--- config.mk ---
export PLATFORM = sky130hd
export DESIGN_NAME = cavlc_bitstream_shifter
export DESIGN_NICKNAME = d
export VERILOG_FILES = /design/src/rtl/cavlc_bitstream_shifter.sv
export SDC_FILE = /design/constraint.sdc
export NUM_CORES = 1
export LEC_CHECK = 0
export CAP_MARGIN = 30
export CORE_MARGIN = 2
export CORE_UTILIZATION = 51
export CTS_BUF_LIST = sky130_fd_sc_hd__clkbuf_8 sky130_fd_sc_hd__clkbuf_16
export CTS_CLUSTER_DIAMETER = 120
export DETAILED_ROUTE_END_ITERATION = 6
export GPL_TIMING_DRIVEN = 1
export PLACE_DENSITY_LB_ADDON = 0.15
export SLEW_MARGIN = 20
export SYNTH_ARGS = -nofsm -noshare
export SYNTH_HDL_FRONTEND = slang
export SYNTH_SLANG_ARGS = --single-unit
export TNS_END_PERCENT = 5
--- constraint.sdc ---
create_clock -name Clk -period 5.75 [get_ports Clk]
set_input_delay 0.8625 -clock Clk [delete_from_list [all_inputs] [get_ports Clk]]
set_output_delay 0.8625 -clock Clk [all_outputs]
set_load 0.01 [all_outputs]
--- src/rtl/cavlc_bitstream_shifter.sv ---
// CAVLC bitstream front end: buffers 32-bit words and presents a 32-bit MSB-first
// window of unconsumed bits. Optional CAVLC_BITPOS_EN adds the BitPos consumed-bit counter.
module cavlc_bitstream_shifter #(
  parameter int WORD_W = 32,
  parameter int BUF_W  = 64
) (
  input  logic              Clk,
  input  logic              Reset,
  input  logic              Flush,
  input  logic [WORD_W-1:0] InData,
  input  logic              InValid,
  output logic              InReady,
  output logic [WORD_W-1:0] Window,
  output logic              BarrelShifterReady,
  input  logic              ShiftEn,
  input  logic [4:0]        NumShift,
`ifdef CAVLC_BITPOS_EN
  output logic [31:0]       BitPos,
`endif
  output logic              ShiftErr
);

  // Handshake: a word transfers on a rising edge where InValid & InReady;
  // a shift of NumShift bits is taken on a rising edge where ShiftEn & BarrelShifterReady.

  logic [BUF_W-1:0] data_q, data_d;
  logic [6:0]       count_q, count_d;
  logic             err_q, err_d;
  logic             shift_ok, load;
  logic [4:0]       shamt;
  logic [6:0]       rem;
  logic [BUF_W-1:0] shifted, appended;

  assign Window             = data_q[BUF_W-1 -: WORD_W];
  assign BarrelShifterReady = (count_q >= 7'd32);
  assign InReady            = !Flush && (count_q <= 7'd32);
  assign ShiftErr           = err_q;

  always_comb begin
    shift_ok = ShiftEn && BarrelShifterReady;
    load     = InValid && InReady;
    shamt    = shift_ok ? NumShift : 5'd0;
    rem      = count_q - {2'b00, shamt};
    shifted  = data_q << shamt;
    // Valid bits are left-aligned with zeros below, so the new word can be OR-ed in at rem.
    appended = {InData, {WORD_W{1'b0}}} >> rem;
    data_d   = shifted;
    count_d  = rem;
    err_d    = err_q;
    if (Flush) begin
      data_d  = '0;
      count_d = '0;
    end else begin
      if (ShiftEn && !BarrelShifterReady) err_d = 1'b1;
      if (load) begin
        data_d  = shifted | appended;
        count_d = rem + 7'd32;
      end
    end
  end

  always_ff @(posedge Clk) begin
    if (Reset) begin
      data_q  <= '0;
      count_q <= '0;
      err_q   <= 1'b0;
    end else begin
      data_q  <= data_d;
      count_q <= count_d;
      err_q   <= err_d;
    end
  end

`ifdef CAVLC_BITPOS_EN
  logic [31:0] bitpos_q;
  assign BitPos = bitpos_q;

  always_ff @(posedge Clk) begin
    if (Reset || Flush) bitpos_q <= '0;
    else                bitpos_q <= bitpos_q + {27'd0, shamt};
  end
`endif

endmodule

==> results.md <==
- Commonest cells post-synth: mux2i_1 (232), nand2_1 (139), dfxtp_1 (72)
- Number of flops mapped to enable cells by yosys: 0
- Die H: 136 um
- Share of the yosys chip area belonging to registers: 0.162
- Final Max Tran Viols: 0
- VDD IR max: 0.406 mV
- Core Area: 17200 um2
- Clock sinks: 72
- Max Clk Rate: 203 MHz
- Top layer in use: met4
- Post-CTS Setup Bufs: 0
- Die area: 18600 um2
- Mean Syn Cell Area: 8.20 um2
- WL final: 35000 um
- Post-CTS sizing: 0
- WP data required: 6.02 ns
- Synth cell types: 73
- DRC Markers: 0
- Final setup fails: 0
- Fin crit share: 0.857
- CTS H-tree lvls: 3
- Unrepaired setup endpoints after global routing: false
- Starting DRT DRC Count: 1284
- Clk pin slew, worst setup/hold paths: 0.06 ns
- Final Util: 0.585
- Adder-Cell Fraction of Synth Area: 0.0107
- First-pass GRT wire length: 52200 um
- Synth area leaders: mux2i_1 (26%), dfxtp_1 (16%), mux4_2 (8.3%)
- Vias in the first global route: 8465
- Most common cell in the netlist: mux2i_1
- Nets: 1137
- Mapped Cells: 1087
- IO buf count: 76
- CP Capture Type: flop
- Vias: 9200
- Total gr overflow: 0
- DRT Pass-1 Iters: 7
- Compound-gate portion of the synthesized area: 0.210
- Post-synthesis xor/xnor area fraction: 0.0139
- Post-synth top area share: 0.260
- Rows: 48
- Number of nets with antenna violations after routing: 0
- Slew margin rel.: 0.389
- Area of the multi-input gates: 6810 um2
- Worst-Margin Slew: 0.913 ns
- Ant. Diodes: 0
- Total power draw: 5.21 mW
- Die extent in x: 136 um
- Post-Syn Area: 8920 um2
- Hold Crit Class: reg -> reg
- DR vias/cell: 6.98
- GRT Util Overall: 0.375
- Static leakage: 3.97 nW
- Hold Violations, Final: 0
- Area growth, synth to finish: 12.7%
- Seq. cell area: 1440 um2
- Simple-Gate Fraction of Synth Area: 0.160
- Detailed placement HPWL: 26900 um
- Yosys top cell by area: mux2i_1
- Initial Util: 0.519
- Critical path class: in -> reg
- Largest family of logic cells by synthesized area: multiplexers
- Max Buffers Root-to-Sink: 2
- Post-synthesis mux area share: 0.363
- Largest net degree at the start of global routing: 55
- Metal3 WL: 3060 um
- Status: complete, no violations
- Initial antenna violation count: 0
- CP arrival: 5.20 ns
- TritonCTS clock tree: built
- Share of cells above drive strength 1: 0.115
- Met2 Wirelength: 15500 um
- PwrDens: 518 nW/um2
- Worst skew pair latency: 0.35 ns
- Clock Tree Root: clkbuf_16
- Place WS: 0.633 ns
- Total of max-cap violations: 0
- Synth Register Bits: 72
- Met1 WL: 15100 um
- Kind of start point of the critical path: input pin
- Max FO, Critical Path: 22
- CTS Hold Bufs: 0
- Gpl congestion: 1.02
- Synth async-reset ratio: 0
- Ys Warns: 0
- Max Clock Skew: 0.00790 ns
- TritonCTS buffer count: 9
- Synth Flop Type: dfxtp_1
- Routed wire length per instance: 26.6 um
- Minimum clock period: 4.93 ns
- Filler cells: 1624
- Post-route setup slack: 0.823 ns
- Io pins: 77
- Syn Nets: 1136
- Post-route setup TNS: 0 ns
[routing by layer]
layer,vias up,GRT usage
li1,4118,-
met1,4405,0.532
met2,584,0.566
met3,93,0.0634
met4,0,0.148
met5,-,0
[cells in the final DEF, fill, tap and decap left out, types with 4 or more instances in the layout]
cell type,Yosys,final
mux2i_1,232,232
clkdlybuf4s50_1,0,76
nand4_1,7,7
mux4_2,33,33
dfxtp_1,72,72
bufinv_16,0,5
a311oi_1,4,4
or2_2,5,5
clkbuf_16,0,9
nand2b_1,8,8
ha_1,6,6
nand3_1,50,50
o211ai_1,26,26
o221ai_1,9,9
o2111a_1,5,5
o21ai_0,27,27
a221oi_1,4,4
a21oi_1,55,55
o21a_1,4,4
nor3_1,23,23
o31ai_1,7,7
xnor2_1,7,5
a22oi_1,17,17
inv_1,5,4
nand2_1,139,139
a31oi_1,17,17
buf_4,35,42
mux2_2,8,8
and2_1,9,9
a211oi_1,31,31
nor2_1,59,59
nor4_1,7,7
o22ai_1,18,18
[layout make-up]
type | count | area share
multi-input cells | 878 | 0.677
flip-flops and latches | 72 | 0.143
repair buffers | 119 | 0.109
well taps | 225 | 0.0280
clock buffers | 9 | 0.0224
clock inverters | 7 | 0.0167
inverters | 8 | 0.00299
[critical path, cell delays in order]
cell             delay, ns
clkdlybuf4s50_1       0.69
o211ai_4              0.36
nor2_1                0.11
fa_1                  0.55
xor2_4                0.62
buf_4                 0.30
nand4_1               0.28
nor4b_1               0.75
o221ai_1              0.41
a21oi_1               0.24
[power by group]
group	internal, mW	total (mW)	switching [mW]
combinational	1.29	3.71	2.42
clock	0.514	0.762	0.248
sequential	0.611	0.735	0.124
[cell families after synthesis]
kind of cell,Yosys count
adder cells (fa/ha/maj),7
AO/OA/AOI/OAI,263
XOR/XNOR,12
AND/OR/NAND/NOR,320
multiplexers,276
buffers and inverters,137
flip-flops,72
[worst paths after layout]
check,cells after the start,endpoint,from,slack (ns)
min,2,ShiftErr$_SDFFE_PP0P_,ShiftErr$_SDFFE_PP0P_,0.47
max,10,data_q[31]$_SDFF_PP0_,ShiftEn,0.82
min reg2reg,2,ShiftErr$_SDFFE_PP0P_,ShiftErr$_SDFFE_PP0P_,0.47
max reg2reg,9,data_q[31]$_SDFF_PP0_,count_q[5]$_SDFF_PP0_,1.34
[per-stage QoR]
stage / hold slack, ns / instances / cell area (um2)
after global routing: 0.523 / 1318 / 10000
final: 0.469 / 1318 / 10000
after detailed placement: 0.465 / 1302 / 9660
after global placement: 0.449 / 1302 / 9660
after floorplan: 0.503 / 1087 / 8920
after CTS: 0.474 / 1318 / 10000
[sequential cells by signal, summed over array words and instances (netlist names)]
signal    flops
ShiftErr      1
count_q       7
data_q       64
Power figures use the tool's default switching activity.
